==> config.mk <==
export PLATFORM = sky130hd
export DESIGN_NAME = ibus_initiator
export DESIGN_NICKNAME = d
export VERILOG_FILES = /design/src/rtl/ibus_initiator.sv
export SDC_FILE = /design/constraint.sdc
export NUM_CORES = 1
export LEC_CHECK = 0
export BUFFER_PORTS_ARGS = -buffer_cell sky130_fd_sc_hd__buf_4
export CAP_MARGIN = 20
export CORE_ASPECT_RATIO = 1.4
export CORE_MARGIN = 3
export CORE_UTILIZATION = 40
export CTS_CLUSTER_SIZE = 16
export DETAILED_ROUTE_END_ITERATION = 8
export PLACE_DENSITY = 0.7
export SYNTH_ARGS = -nofsm -noshare
export SYNTH_HDL_FRONTEND = slang
export SYNTH_SLANG_ARGS = --single-unit
==> constraint.sdc <==
create_clock -name clk -period 4.2 [get_ports clk]
set_input_delay 0.84 -clock clk [delete_from_list [all_inputs] [get_ports clk]]
set_output_delay 0.84 -clock clk [all_outputs]
set_load 0.05 [all_outputs]
==> src/rtl/ibus_initiator.sv <==
// ibus_initiator: single-outstanding IBUS master turning host byte/word/long commands into bus cycles.
// Optional busy timeout is compiled in when IBUS_TIMEOUT_EN is defined.
module ibus_initiator #(
  parameter int unsigned TIMEOUT_CYCLES = 255
) (
  input  logic        clk,
  input  logic        rst,
  input  logic        ce_r,
  input  logic        ce_f,
  input  logic [31:0] cmd_a,
  input  logic [31:0] cmd_wd,
  input  logic [1:0]  cmd_sz,
  input  logic        cmd_we,
  input  logic        cmd_sext,
  input  logic        cmd_req,
  output logic        cmd_ack,
  output logic        cmd_err,
  output logic [31:0] cmd_rd,
  output logic [31:0] ibus_a,
  output logic [31:0] ibus_di,
  input  logic [31:0] ibus_do,
  output logic [3:0]  ibus_ba,
  output logic        ibus_we,
  output logic        ibus_req,
  input  logic        ibus_busy
);

  typedef enum logic [1:0] {StIdle, StAccess, StDone} state_e;
  state_e state_q, state_d;

  logic        cmd_legal;
  logic [3:0]  cmd_ba;
  logic [31:0] cmd_di;
  logic [7:0]  lane_byte;
  logic [15:0] lane_word;
  logic [31:0] lane_rd;
  logic        timeout;
  logic [1:0]  sz_q, sz_d;
  logic        sext_q, sext_d;
  logic [31:0] a_d, di_d, rd_d;
  logic [3:0]  ba_d;
  logic        we_d, req_d, ack_d, err_d;

  // ce_f is only present so every bus agent shares the same port set.
  logic unused_ce_f;
  assign unused_ce_f = ce_f;

  // Command decode: lane enables, replicated write data and alignment legality.
  always_comb begin
    cmd_legal = 1'b0;
    cmd_ba    = 4'b0000;
    cmd_di    = 32'h0;
    unique case (cmd_sz)
      2'b00: begin
        cmd_legal = 1'b1;
        cmd_ba    = 4'b1000 >> cmd_a[1:0];
        cmd_di    = {4{cmd_wd[7:0]}};
      end
      2'b01: begin
        cmd_legal = ~cmd_a[0];
        cmd_ba    = cmd_a[1] ? 4'b0011 : 4'b1100;
        cmd_di    = {2{cmd_wd[15:0]}};
      end
      2'b10: begin
        cmd_legal = (cmd_a[1:0] == 2'b00);
        cmd_ba    = 4'b1111;
        cmd_di    = cmd_wd;
      end
      default: ;
    endcase
  end

  // Big-endian lane extraction, right-justified with optional sign extension.
  always_comb begin
    lane_byte = ibus_do[31:24];
    case (ibus_a[1:0])
      2'd1:    lane_byte = ibus_do[23:16];
      2'd2:    lane_byte = ibus_do[15:8];
      2'd3:    lane_byte = ibus_do[7:0];
      default: ;
    endcase
    lane_word = ibus_a[1] ? ibus_do[15:0] : ibus_do[31:16];
    lane_rd   = ibus_do;
    case (sz_q)
      2'b00:   lane_rd = {{24{sext_q & lane_byte[7]}}, lane_byte};
      2'b01:   lane_rd = {{16{sext_q & lane_word[15]}}, lane_word};
      default: ;
    endcase
  end

`ifdef IBUS_TIMEOUT_EN
  logic [15:0] cnt_q, cnt_d;

  // Counts busy ticks in ACCESS; anywhere else it is held at zero so entry starts clean.
  assign cnt_d   = (state_q == StAccess && ibus_busy) ? cnt_q + 16'd1 : 16'd0;
  assign timeout = ibus_busy && (cnt_q == 16'(TIMEOUT_CYCLES - 1));

  always_ff @(posedge clk or posedge rst) begin
    if (rst) begin
      cnt_q <= 16'd0;
    end else if (ce_r) begin
      cnt_q <= cnt_d;
    end
  end
`else
  assign timeout = 1'b0;
`endif

  always_ff @(posedge clk or posedge rst) begin
    if (rst) begin
      state_q <= StIdle;
    end else if (ce_r) begin
      state_q <= state_d;
    end
  end

  always_comb begin
    state_d = state_q;
    unique case (state_q)
      StIdle:   if (cmd_req) state_d = cmd_legal ? StAccess : StDone;
      StAccess: if (!ibus_busy || timeout) state_d = StDone;
      StDone:   if (!cmd_req) state_d = StIdle;
      default:  state_d = StIdle;
    endcase
  end

  always_comb begin
    a_d    = ibus_a;
    di_d   = ibus_di;
    ba_d   = ibus_ba;
    we_d   = ibus_we;
    req_d  = ibus_req;
    ack_d  = cmd_ack;
    err_d  = cmd_err;
    rd_d   = cmd_rd;
    sz_d   = sz_q;
    sext_d = sext_q;
    unique case (state_q)
      StIdle: begin
        if (cmd_req && cmd_legal) begin
          a_d    = cmd_a;
          ba_d   = cmd_ba;
          we_d   = cmd_we;
          req_d  = 1'b1;
          sz_d   = cmd_sz;
          sext_d = cmd_sext;
          if (cmd_we) di_d = cmd_di;
        end else if (cmd_req) begin
          ack_d = 1'b1;
          err_d = 1'b1;
          rd_d  = 32'h0;
        end
      end
      StAccess: begin
        if (!ibus_busy) begin
          req_d = 1'b0;
          we_d  = 1'b0;
          ack_d = 1'b1;
          err_d = 1'b0;
          if (!ibus_we) rd_d = lane_rd;
        end else if (timeout) begin
          req_d = 1'b0;
          we_d  = 1'b0;
          ack_d = 1'b1;
          err_d = 1'b1;
          rd_d  = 32'h0;
        end
      end
      StDone: begin
        if (!cmd_req) begin
          ack_d = 1'b0;
          err_d = 1'b0;
        end
      end
      default: ;
    endcase
  end

  always_ff @(posedge clk or posedge rst) begin
    if (rst) begin
      ibus_a   <= 32'h0;
      ibus_di  <= 32'h0;
      ibus_ba  <= 4'h0;
      ibus_we  <= 1'b0;
      ibus_req <= 1'b0;
      cmd_ack  <= 1'b0;
      cmd_err  <= 1'b0;
      cmd_rd   <= 32'h0;
      sz_q     <= 2'b00;
      sext_q   <= 1'b0;
    end else if (ce_r) begin
      ibus_a   <= a_d;
      ibus_di  <= di_d;
      ibus_ba  <= ba_d;
      ibus_we  <= we_d;
      ibus_req <= req_d;
      cmd_ack  <= ack_d;
      cmd_err  <= err_d;
      cmd_rd   <= rd_d;
      sz_q     <= sz_d;
      sext_q   <= sext_d;
    end
  end

endmodule

* Word level (Yosys, flattened, before mapping)
Cells that the tools add are included.
Widths: inputs -> output; s select.
** Word-level totals
- Flip-flop bits (word level) :: 109
- Output and inout port bits :: 104
- Word-level logic and storage cells :: 70
** Operators by class
- Equal/unequal tests :: 14
- Shift operators :: 1
- Mux-type cells :: 28
- Bitwise operators :: 3
- Reductions and logical operators :: 13
** Operators by type and width (count)
- $mux 32 :: 4
- $pmux 32 s2 :: 2
- $pmux 32 s3 :: 1
- $pmux 8 s3 :: 1
- $mux 16 :: 1
- $ne 2x2->1 const B :: 6
- $pmux 4 s3 :: 1
- $reduce_and 4->1 :: 3
- $reduce_and 6->1 :: 2
- $pmux 1 s3 :: 3
- $eq 2x1->1 const B :: 4
- $eq 2x2->1 const B :: 4
- $logic_not 2->1 :: 4
- $mux 2 :: 4
- $mux 1 :: 7
- $pmux 2 s3 :: 1
- $mux 4 :: 1
- $pmux 1 s2 :: 2
- $shr 4x2->4 const A :: 1
- $reduce_and 3->1 :: 1
- $reduce_bool 3->1 :: 1
- $and 1x1->1 :: 2
- $reduce_bool 2->1 :: 1
- $logic_and 1x1->1 :: 1
- $not 1->1 :: 1

* Depth between registers and ports, before layout
Gate-level depths: netlist of the first run.
- Depth after elaboration :: 7
- Mapped depth :: 8

* Least setup slack after synthesis of the first run
OpenSTA, ideal clock, no wires.
- Kind :: input to register
- Start :: in ibus_do[7]
- End :: reg cmd_rd[18]
- Library setup time :: 121 ps
- Arrival :: 1871 ps
- Data required time :: 4079 ps
- Slack :: 2208 ps
- Cell stages on the path :: 5
- Cells stage by stage :: mux2_2 nand3_1 clkbuf_1 nand3_1 a22o_1
** On the way
- Longest elaborated chain between the ends :: 6
** Ends and longest elaborated chain
- from (decl) :: line 21 : input logic [31:0] ibus_do,
- $pmux 8 s3 :: line 76 : case (ibus_a[1:0])
- $and 1x1->1 :: line 85 : 2'b00: lane_rd = {{24{sext_q & lane_byte[7]}}, lane_byte};
- $pmux 32 s2 :: line 84 : case (sz_q)
- $mux 32 :: line 160 : if (!ibus_we) rd_d = lane_rd;
- $mux 32 :: line 155 : if (!ibus_busy) begin
- $pmux 32 s2 :: line 138 : unique case (state_q)
- to (signal assigned) :: line 199 : cmd_rd <= rd_d;
- to (decl) :: line 18 : output logic [31:0] cmd_rd,
Every way passes these cells. The select of a mux whose other input is x is not followed.
A chain may end at the register's enable or synchronous reset.

* Worst setup path in the final report of the first run
- Start :: in cmd_sz[1]
- End :: reg cmd_rd[9]
** On the way
- Longest elaborated chain between the ends :: 5
- Elaborated cells on any way between the ends :: 7
** Ends and longest elaborated chain
- from (decl) :: line 12 : input logic [1:0] cmd_sz,
- $eq 2x2->1 (tied with other cells) :: line 53 : unique case (cmd_sz)
- $pmux 1 s3 (*) :: line 53
- $logic_and 1x1->1 (*) :: line 140 : if (cmd_req && cmd_legal) begin
- $ne 2x2->1 (no line) (*)
- $reduce_and 6->1 (no line) (*)
Mark *: on every way between the ends. The rest lies on a longest branch, timed or not.

==> reports/results.ini, run 1 <==
[run_status]
outcome = completed

[synth]
synth_cell_types = 40
synth_adder_area_share = 0.00936
synth_compound_area_frac = 0.161
syn_area_sq_um = 5350
synth_top_family_by_area = compound AO/OA/AOI/OAI gates
synth_nets = 620
synth-seq-cells = 109
synth_warnings = 0
syn_avg_cell_area_sq_um = 10.5
synth_seq_area_share = 0.510
synth_xor_xnor_area_share = 0
yosys-mux-area-fraction = 0.145
syn_inst = 510
synthSimpleGateAreaFrac = 0.131

[pwr]
power.total_mw = 5.74
peakVddDrop_uv = 455
power.density_nw_per_um2 = 781
p_leak_nw = 3.63

[clock_network]
htreeDepth = 3
clk_pin_slew_ps = 70
cts_tree = built
cts_root_buf = clkbuf_16
worstSkewPairLatency_ps = 340
cts_resized = 0
postCtsSetupBuffers = 0
cts_sinks = 109
cts-buffers-inserted = 9
cts_buffer_depth = 2
ctsHoldBuffers = 0

[floorplan]
initial_core_util = 0.413
die_h_um = 143
die_w_um = 104
core_area_sq_um = 12900
die_area_sq_um = 14800
io_pins = 210
rows = 49

[sta]
timing.hold.ws_ps = 486
timing.final.hold_violations = 0
worst_slack_ps = 1620
post-route-period-util = 0.614
setup_violations = 0
slew_headroom = 0.280
setup_tns_ps = 0
fmax_mhz = 388
worstMarginPinSlew_ps = 1080
rsz0062_at_grt = false
finClkSkew_ps = 7.27
drv_slew = 0
fin_crit_ps = 2580

[critical_path]
endpoint_kind = register
arrival_ps = 2850
worst-path-buf-inv = 1
path_cells = buf_4 -> a21oi_2 -> o31ai_2 -> nor3b_4 -> a32o_1
worst_path_max_delay_cell = nor3b_4
crit_path_max_fanout = 33
slowest_delay_ps = 930
critPathRequiredTime_ps = 4470
crit_family = simple AND/OR/NAND/NOR gates
worstSetupPathType = input port to register
startpoint_type = input port

[finish]
nNetsFinal = 810
instances_no_fill = 882
regArea_sq_um = 2730
syn2layout_area_growth_pct = 37.5
layout-drive-gt1-share = 0.426
layout_common_cells = buf_4 (213), dfrtp_1 (109), nand2_1 (72), mux2_2 (60), o21ai_0 (51)
final_common_cell = buf_4
fillers = 1104
insertedDiodeCount = 0
multi_input_area_sq_um = 2420

[placement]
place_ws_ps = 1280
dp_hpwl_um = 11200
portBuffers = 208
gp_congestion = 0.882
placed_cells = 866

[flow_run]
maxCapViolCount = 0

[drt]
drc_errors = 0
via_count = 4600
wirelength_um = 14900
wl_per_cell_um = 16.9
viasPerCell = 5.22
drtAntennaViolNets = 0
first_iter_violations = 144
drtPass1Iterations = 4

[grt]
grt_max_degree = 66
grt.total_usage = 0.199
grt_pass1_wl_um = 24000
antenna_found_initial = 0
grt-ovfl-total = 0
grt_pass1_vias = 4852

[min_path]
hold_class = register to register

synth_stat cells:
cell | n | area share
a211oi_1 | 1 | 0.0014
a21boi_0 | 1 | 0.0014
a21oi_1 | 29 | 0.027
a21oi_2 | 1 | 0.0016
a221oi_2 | 1 | 0.0028
a22o_1 | 18 | 0.029
a32o_1 | 9 | 0.017
and2_1 | 1 | 0.0012
and3b_1 | 1 | 0.0016
buf_1 | 2 | 0.0014
buf_2 | 15 | 0.014
buf_4 | 1 | 0.0014
buf_6 | 1 | 0.0021
clkbuf_1 | 16 | 0.011
dfrtp_1 | 109 | 0.51
ha_1 | 4 | 0.0094
inv_1 | 19 | 0.013
mux2_2 | 60 | 0.13
mux2i_1 | 10 | 0.019
nand2_1 | 72 | 0.051
nand2b_1 | 12 | 0.014
nand3_1 | 21 | 0.020
nand3b_1 | 4 | 0.0056
nand4b_1 | 1 | 0.0016
nor2_1 | 5 | 0.0035
nor2b_1 | 15 | 0.018
nor3_1 | 1 | 0.00093
nor3_2 | 1 | 0.0019
nor3b_1 | 1 | 0.0014
nor3b_4 | 1 | 0.0035
nor4b_1 | 1 | 0.0016
o2111ai_1 | 8 | 0.013
o211ai_1 | 9 | 0.013
o211ai_2 | 1 | 0.0023
o21ai_0 | 51 | 0.048
o22a_1 | 1 | 0.0016
o31ai_2 | 1 | 0.0023
or2_2 | 2 | 0.0023
or2b_1 | 2 | 0.0028
or3b_2 | 1 | 0.0016
worst reg2reg max path, cell delays in order (launching register included):
cell and delay (ps):
dfrtp_1 400, inv_1 120, ha_1 460, nand3b_1 220
nor3b_4 910, a32o_1 310
state kept, by name (all words and copies together), names as in the netlist:
name / flops
ibus_di: 32
ibus_ba: 4
cmd_ack: 1
cmd_rd: 32
ibus_a: 32
sz_q: 2
state_q: 2
sext_q: 1
ibus_we: 1
ibus_req: 1
cmd_err: 1
stage by stage:
| stage | instance area (sq um) | util |
|---|---|---|
| 2_1_floorplan | 5350 | - |
| 3_5_place_dp | 7040 | 0.544 |
| 4_1_cts | 7330 | 0.567 |
| 6_report | 7350 | 0.568 |
| 3_3_place_gp | 7040 | 0.544 |
| 5_1_grt | 7350 | 0.568 |
power breakdown:
group	switching [mW]	internal [mW]	leakage (nW)
clock network	0.386	0.462	0.131
registers	0.290	1.45	1.40
logic	2.12	1.04	2.10
total	2.80	2.95	3.63
cell type report:
| type | count | share of cell area |
|---|---|---|
| Clock buffer | 10 | 0.0311 |
| Clock inverter | 5 | 0.00834 |
| Inverter | 19 | 0.0100 |
| Multi-Input combinational cell | 347 | 0.329 |
| Sequential cell | 109 | 0.371 |
| Tap cell | 178 | 0.0303 |
| Timing Repair Buffer | 214 | 0.220 |
logic make-up (layout without fill, tap and decap cells):
logic type | Yosys count | after routing
adder cells (fa/ha/maj) | 4 | 4
buffers and inverters | 54 | 248
flip-flops | 109 | 109
multiplexers | 70 | 70
AO/OA/AOI/OAI | 131 | 131
AND/OR/NAND/NOR | 142 | 142
worst paths after layout:
path                         endpoint  cells after the start  startpoint  slack [ps]
min                        ibus_di[5]                      2  ibus_di[5]         490
max reg2reg                 cmd_rd[9]                      5  state_q[1]        1710
min reg2reg                ibus_di[5]                      2  ibus_di[5]         490
max in group asynchronous  cmd_rd[12]                      3         rst        2680
max                         cmd_rd[9]                      5   cmd_sz[1]        1620
min in group asynchronous  ibus_a[22]                      2         rst         650
routing by layer:
layer,GRT usage,vias to the layer above,share of wire
li1,-,2183,-
met1,0.228,2223,0.37
met2,0.358,167,0.54
met3,0.0547,27,0.072
met4,0.0735,0,0.023
met5,0,-,0
Power figures use the tool's default switching activity.
==> inputs of run 2 (changes only) <==
--- a/config.mk
+++ b/config.mk
@@ -5,6 +5,7 @@
 export SDC_FILE = /design/constraint.sdc
 export NUM_CORES = 1
 export LEC_CHECK = 0
+export ABC_AREA = 1
 export BUFFER_PORTS_ARGS = -buffer_cell sky130_fd_sc_hd__buf_4
 export CAP_MARGIN = 20
 export CORE_ASPECT_RATIO = 1.4
@@ -12,7 +13,7 @@
 export CORE_UTILIZATION = 40
 export CTS_CLUSTER_SIZE = 16
 export DETAILED_ROUTE_END_ITERATION = 8
-export PLACE_DENSITY = 0.7
+export PLACE_DENSITY = 0.72
 export SYNTH_ARGS = -nofsm -noshare
 export SYNTH_HDL_FRONTEND = slang
 export SYNTH_SLANG_ARGS = --single-unit
==> constraint.sdc (replaced) <==
create_clock -name clk -period 2.22 [get_ports clk]
set_input_delay 0.444 -clock clk [delete_from_list [all_inputs] [get_ports clk]]
set_output_delay 0.444 -clock clk [all_outputs]
set_load 0.05 [all_outputs]
==> reports/results.ini, run 2 <==
[synth]
syn_area_sq_um = 5370  ; was 5350 sq um
synth_common_cells = nand2_1 (342), dfrtp_1 (109), nand3_1 (45), nor2_1 (45), o21ai_0 (39)  ; was dfrtp_1 (109), nand2_1 (72), mux2_2 (60)
postSynth.asyncResetShare = 1.00  ; unchanged
synth_adder_area_share = 0.00933  ; was 0.00936
synthSimpleGateAreaFrac = 0.349  ; was 0.131
syn_avg_cell_area_sq_um = 7.67  ; was 10.5 sq um
syn_inst = 700  ; was 510
synth_ff_type = dfrtp_1  ; unchanged
synth_edf_count = 0  ; unchanged
yosysMostFrequentCell = nand2_1  ; was dfrtp_1
synth_cell_types = 31  ; was 40
synth_area_leader_cell = dfrtp_1  ; unchanged
synth_warnings = 0  ; unchanged
synth_top_family_by_area = simple AND/OR/NAND/NOR gates  ; was compound AO/OA/AOI/OAI gates
synth_xor_xnor_area_share = 0  ; unchanged
synth_seq_area_share = 0.508  ; was 0.510
synth-seq-cells = 109  ; unchanged
yosys-mux-area-fraction = 0  ; was 0.145
synth_top_cell_area_share = 0.508  ; was 0.510
synthTopCellsByArea = dfrtp_1 (51%), nand2_1 (24%), nand3_1 (4.2%), o21ai_0 (3.6%), nor2_1 (3.1%)  ; was dfrtp_1 (51%), mux2_2 (13%), nand2_1 (5.1%), o21ai_0 (4.8%), a22o_1 (2.9%)
synth_compound_area_frac = 0.0781  ; was 0.161
synth_nets = 810  ; was 620

[drt]
drtPass1Iterations = 5  ; was 4
via_count = 5265  ; was 4,600
viasPerCell = 4.85  ; was 5.22
wl_per_cell_um = 14.7  ; was 16.9 um
first_iter_violations = 224  ; was 144
drtAntennaViolNets = 0  ; unchanged
drc_errors = 0  ; unchanged
wirelength_um = 16000  ; was 14,900 um

[run_status]
outcome = completed  ; unchanged

[finish]
final_area_sq_um = 7390  ; was 7350 sq um
final_common_cell = nand2_1  ; was buf_4
top_regs = cmd_rd: 32 flops, ibus_a: 32 flops, ibus_di: 32 flops  ; unchanged
insertedDiodeCount = 0  ; unchanged
layout_common_cells = nand2_1 (341), buf_4 (223), dfrtp_1 (109), nor2_1 (45), nand3_1 (45)  ; was buf_4 (213), dfrtp_1 (109), nand2_1 (72), mux2_2 (60), o21ai_0 (51)
syn2layout_area_growth_pct = 37.7  ; was 37.5%
fillers = 1260  ; was 1,104
finish.utilization = 0.568  ; about the same
layout-drive-gt1-share = 0.297  ; was 0.426
nNetsFinal = 1012  ; was 810

[sta]
setup_tns_ps = 0  ; unchanged
rsz0062_at_grt = false  ; unchanged
timing.hold.ws_ps = 177  ; was 486 ps
setup_violations = 0  ; unchanged
worstMarginPinSlew_ps = 599  ; was 1080 ps
finClkSkew_ps = 11.1  ; was 7.27 ps
fmax_mhz = 514
slew_headroom = 0.600  ; was 0.280
fin_crit_ps = 1950
drv_slew = 0  ; unchanged
timing.final.hold_violations = 0  ; unchanged
post-route-period-util = 0.877

[grt]
grt.total_usage = 0.214  ; was 0.199
antenna_found_initial = 0  ; unchanged
grt_pass1_wl_um = 25500  ; was 24,000 um
grt_pass1_vias = 5065  ; was 4,852
grt-ovfl-total = 0  ; unchanged
grt_max_degree = 66  ; unchanged

[critical_path]
r2r_setup_slack_ps = 270  ; was 1710 ps
ff2ff_path_depth = 9  ; was 5
critPathRequiredTime_ps = 2430  ; was 4470 ps
crit_path_max_fanout = 28  ; was 33
r2r-end = cmd_rd[1]  ; was cmd_rd[9]
endpoint_kind = register  ; unchanged
r2r_start = state_q[0]  ; was state_q[1]
worstSetupPathType = register to register  ; was input port to register
startpoint = state_q[0]  ; was cmd_sz[1]
startpoint_type = register  ; was input port
arrival_ps = 2160  ; was 2850 ps
endpoint = cmd_rd[1]  ; was cmd_rd[9]

[floorplan]
rows = 49  ; unchanged
die_area_sq_um = 14900  ; was 14,800 sq um
io_pins = 210  ; unchanged
die_w_um = 104  ; about the same
die_h_um = 143  ; about the same
initial_core_util = 0.413  ; about the same
core_area_sq_um = 13000  ; was 12,900 sq um

[clock_network]
postCtsSetupBuffers = 0  ; unchanged
cts-buffers-inserted = 9  ; unchanged
worstSkewPairLatency_ps = 350  ; was 340 ps
cts_buffer_depth = 2  ; unchanged
cts_tree = built  ; unchanged
cts_root_buf = clkbuf_16  ; unchanged
htreeDepth = 3  ; unchanged
clk_pin_slew_ps = 80  ; was 70 ps
cts_sinks = 109  ; unchanged

[placement]
portBuffers = 208  ; unchanged
gp_congestion = 0.911  ; was 0.882
dp_hpwl_um = 11900  ; was 11,200 um
placed_cell_area_sq_um = 7100  ; was 7040 sq um

[pwr]
peakVddDrop_uv = 810  ; was 455 uV
p_leak_nw = 4.18  ; was 3.63 nW
power.total_mw = 11.6  ; was 5.74 mW
power.density_nw_per_um2 = 1570  ; was 781 nW/um^2

[min_path]
hold_class = input port to async pin  ; was register to register

[flow_run]
maxCapViolCount = 0  ; unchanged

## run 2: stage by stage
| step | std cells | setup WS (ps) |
|---|---|---|
| floorplan | 700 | 373 |
| global placement | 1069 | 223 |
| detailed placement | 1069 | 190 |
| CTS | 1085 | 228 |
| global route | 1085 | 26.1 |
| finish | 1085 | 274 |
## run 2: metal layers
layer  vias up  track usage  share of wire  routed length, um
met5         -            0              0                  0
met4         0        0.100          0.035                555
met3        34       0.0470          0.073               1170
met2       204        0.369           0.50               7930
met1      2418        0.257           0.39               6300
li1       2609            -              -                  -
## run 2: worst min path at each step
stage	depth (start not counted)	from	endpoint
floorplan	2	sext_q	sext_q
global placement	2	ibus_a[28]	ibus_a[28]
detailed placement	2	ibus_a[21]	ibus_a[21]
CTS	3	rst	cmd_rd[19]
global route	3	rst	cmd_rd[19]
finish	3	rst	cmd_rd[19]
## run 2: logic make-up (layout without fill, tap and decap cells)
group	Yosys count	count (layout)
adders and majority gates	4	4
buffers and inverters	62	269
and+or+nand+nor	457	457
AOI/OAI and AO/OA	68	68
DFF	109	109
## run 2: where the power goes
group	internal, mW	switching [mW]
registers	2.84	0.504
logic	1.95	4.78
clock network	0.806	0.757
## run 2: what timing repair did
item,in CTS,in global routing
resized for setup,0,1
hold buffers,0,0
endpoints found under the setup margin,0,3
## run 2: layout make-up
cell class / count / area, sq um / share of cell area
flip-flops and latches: 109 / 2730 / 0.369
multi-input cells: 529 / 2340 / 0.317
repair buffers: 224 / 1690 / 0.229
clock buffers: 11 / 243 / 0.0329
well taps: 178 / 223 / 0.0301
inverters: 29 / 116 / 0.0157
clock inverters: 5 / 42.5 / 0.00576
## run 2: critical path, cell delays in order (launching register included)
cell     delay, ps
dfrtp_1        400
inv_1           80
ha_1           280
nand2_1         90
nand3_1        110
nor3_1         260
nand2_2        160
buf_4          270
nand2_1         80
o21ai_0         80
==> inputs of run 3 (changes only) <==
--- a/config.mk
+++ b/config.mk
@@ -13,7 +13,7 @@
 export CORE_UTILIZATION = 40
 export CTS_CLUSTER_SIZE = 16
 export DETAILED_ROUTE_END_ITERATION = 8
-export PLACE_DENSITY = 0.72
+export PLACE_DENSITY = 0.7
 export SYNTH_ARGS = -nofsm -noshare
 export SYNTH_HDL_FRONTEND = slang
 export SYNTH_SLANG_ARGS = --single-unit
==> constraint.sdc (replaced) <==
create_clock -name clk -period 2.1 [get_ports clk]
set_input_delay 0 -clock clk [delete_from_list [all_inputs] [get_ports clk]]
set_output_delay 0 -clock clk [all_outputs]
set_load 0.05 [all_outputs]
==> reports/results.ini, run 3 (synthesis gave the netlist of run 2 again) <==
[run_status]
outcome = completed  ; unchanged

[floorplan]
io_pins = 210  ; unchanged
die_area_sq_um = 14900  ; unchanged
die_w_um = 104  ; unchanged
rows = 49  ; unchanged
initial_core_util = 0.413  ; unchanged
core_area_sq_um = 13000  ; unchanged
die_h_um = 143  ; unchanged

[grt]
grt_pass1_vias = 5647  ; was 5,065
grt.total_usage = 0.232  ; was 0.214
antenna_found_initial = 0  ; unchanged
grt_max_degree = 110  ; was 66
grt-ovfl-total = 0  ; unchanged
grt_pass1_wl_um = 28000  ; was 25,500 um

[placement]
dp_hpwl_um = 11700  ; was 11,900 um
placed_cell_area_sq_um = 7090  ; was 7100 sq um
place_ws_ps = 250  ; was 190 ps
gp_congestion = 0.917  ; was 0.911
placed_cells = 1068  ; was 1,069
portBuffers = 208  ; unchanged

[sta]
worst_slack_ps = 188  ; was 274 ps
setup_tns_ps = 0  ; unchanged
setup_violations = 0  ; unchanged
finClkSkew_ps = 9.33  ; was 11.1 ps
timing.final.hold_violations = 0  ; unchanged
slew_headroom = 0.592  ; was 0.600
worstMarginPinSlew_ps = 612  ; was 599 ps
drv_slew = 0  ; unchanged
fmax_mhz = 523
post-route-period-util = 0.910
rsz0062_at_grt = false  ; unchanged
fin_crit_ps = 1910

[clock_network]
htreeDepth = 3  ; unchanged
cts_tree = built  ; unchanged
cts-buffers-inserted = 9  ; unchanged
cts_buffer_depth = 2  ; unchanged
worstSkewPairLatency_ps = 340  ; was 350 ps
cts_sinks = 109  ; unchanged
clk_pin_slew_ps = 70  ; was 80 ps
cts_root_buf = clkbuf_16  ; unchanged

[critical_path]
path_cells = dlygate4sd3_1 -> buf_4 -> clkinvlp_4 -> nor2_2 -> buf_4 -> nand2_1 -> nand3_1 -> dlygate4sd3_1 -> nand2_1 -> nand2_1  ; was inv_1 -> ha_1 -> nand2_1 -> nand3_1 -> nor3_1 -> nand2_2 -> buf_4 -> nand2_1 -> o21ai_0
critPathRequiredTime_ps = 2380  ; was 2430 ps
crit_path_max_fanout = 16  ; was 28
ff2ff_path_depth = 8  ; was 9
worst_path_most_repeated_cell = nand2_1  ; unchanged
slowest_delay_ps = 570  ; was 400 ps
arrival_ps = 2190  ; was 2160 ps
worstSetupPathType = input port to register  ; was register to register
worst_path_max_delay_cell = dlygate4sd3_1  ; was dfrtp_1
startpoint_type = input port  ; was register
endpoint_kind = register  ; unchanged

[flow_run]
maxCapViolCount = 0  ; unchanged

[drt]
via_count = 5622  ; was 5,265
drtPass1Iterations = 4  ; was 5
first_iter_violations = 261  ; was 224
drtAntennaViolNets = 0  ; unchanged
wirelength_um = 17400  ; was 16,000 um
drc_errors = 0  ; unchanged
viasPerCell = 4.82  ; was 4.85
wl_per_cell_um = 14.9  ; was 14.7 um

[finish]
final_common_cell = nand2_1  ; unchanged
nNetsFinal = 1092  ; was 1,012
final_area_sq_um = 8200  ; was 7390 sq um
instances_no_fill = 1166  ; was 1,085
fillers = 1132  ; was 1,260
layout-drive-gt1-share = 0.276  ; was 0.297
multi_input_area_sq_um = 2340  ; unchanged
top_regs = cmd_rd: 32 flops, ibus_a: 32 flops, ibus_di: 32 flops  ; unchanged
syn2layout_area_growth_pct = 52.8  ; was 37.7%
regArea_sq_um = 2730  ; unchanged
layout_common_cells = nand2_1 (342), buf_4 (224), dfrtp_1 (109), dlygate4sd3_1 (79), nand3_1 (45)  ; was nand2_1 (341), buf_4 (223), dfrtp_1 (109), nor2_1 (45), nand3_1 (45)

[min_path]
worstHoldPathCells = 5
hold_class = input port to register  ; was input port to async pin

[pwr]
power.density_nw_per_um2 = 1530  ; was 1570 nW/um^2
p_leak_nw = 4.53  ; was 4.18 nW
peakVddDrop_uv = 948  ; was 810 uV

[run 3: cell count changes in the layout (fill, tap and decap cells not counted), sizes merged]
cell | previous run | this run
inv | 29 | 28
diode | 0 | 1
buf | 224 | 225
dlygate4sd3 | 0 | 79
clkinvlp | 2 | 3
[run 3: report_power, final]
part           switching, mW  internal (mW)  leakage [nW]  total (mW)
logic                   5.09           2.18          2.95        7.27
registers              0.574           3.01          1.43        3.58
clock network          0.803          0.884         0.144        1.69
total                   6.47           6.07          4.53        12.5
[run 3: worst max-delay path, delay by kind of cell]
family | cells | cell delay (ps)
and+or+nand+nor | 5 | 480
buffers and inverters | 5 | 1720
[run 3: worst paths after layout]
check                           startpoint           to  slack, ps
worst max register to register   ibus_a[1]   cmd_rd[21]        210
worst min-delay path            cmd_wd[14]  ibus_di[14]         10
worst min register to register  ibus_a[23]   ibus_a[23]        470
worst max-delay path             cmd_sz[1]  ibus_di[30]        190
max in group asynchronous              rst      ibus_we       1250
min in group asynchronous              rst   cmd_rd[20]        370
[run 3: metrics by stage]
step / hold slack [ps] / power, mW / util
after floorplan: 117 / 8.42 / -
after global placement: 201 / 10.7 / 0.546
after detailed placement: 203 / 10.7 / 0.546
after CTS: 2.25 / 12.6 / 0.629
after global routing: 32.1 / 13.3 / 0.631
final: 9.61 / 12.5 / 0.631
[run 3: what timing repair did]
| action | 4_1_cts | 5_1_grt |
|---|---|---|
| setup endpoints to repair | 0 | 9 |
| hold endpoints to repair | 182 | 0 |
| buffers inserted | 0 | 2 |
| gates resized for setup | 0 | 2 |
| hold buffers | 79 | 0 |
[run 3: routing by layer]
metal	wire, um	up-vias	global-route usage
met2	8870	226	0.414
met4	657	0	0.0973
met3	1110	48	0.0520
li1	-	2767	-
met1	6770	2581	0.270
met5	0	-	0
[run 3: final cells by class]
| class | count | share of cell area |
|---|---|---|
| tap | 178 | 0.0272 |
| timing repair buffer | 304 | 0.304 |
| multi-input combinational | 529 | 0.286 |
| clock buffer | 11 | 0.0308 |
| clock inverter | 5 | 0.00503 |
| antenna | 1 | 0.000305 |
| inverter | 29 | 0.0146 |
| sequential | 109 | 0.333 |
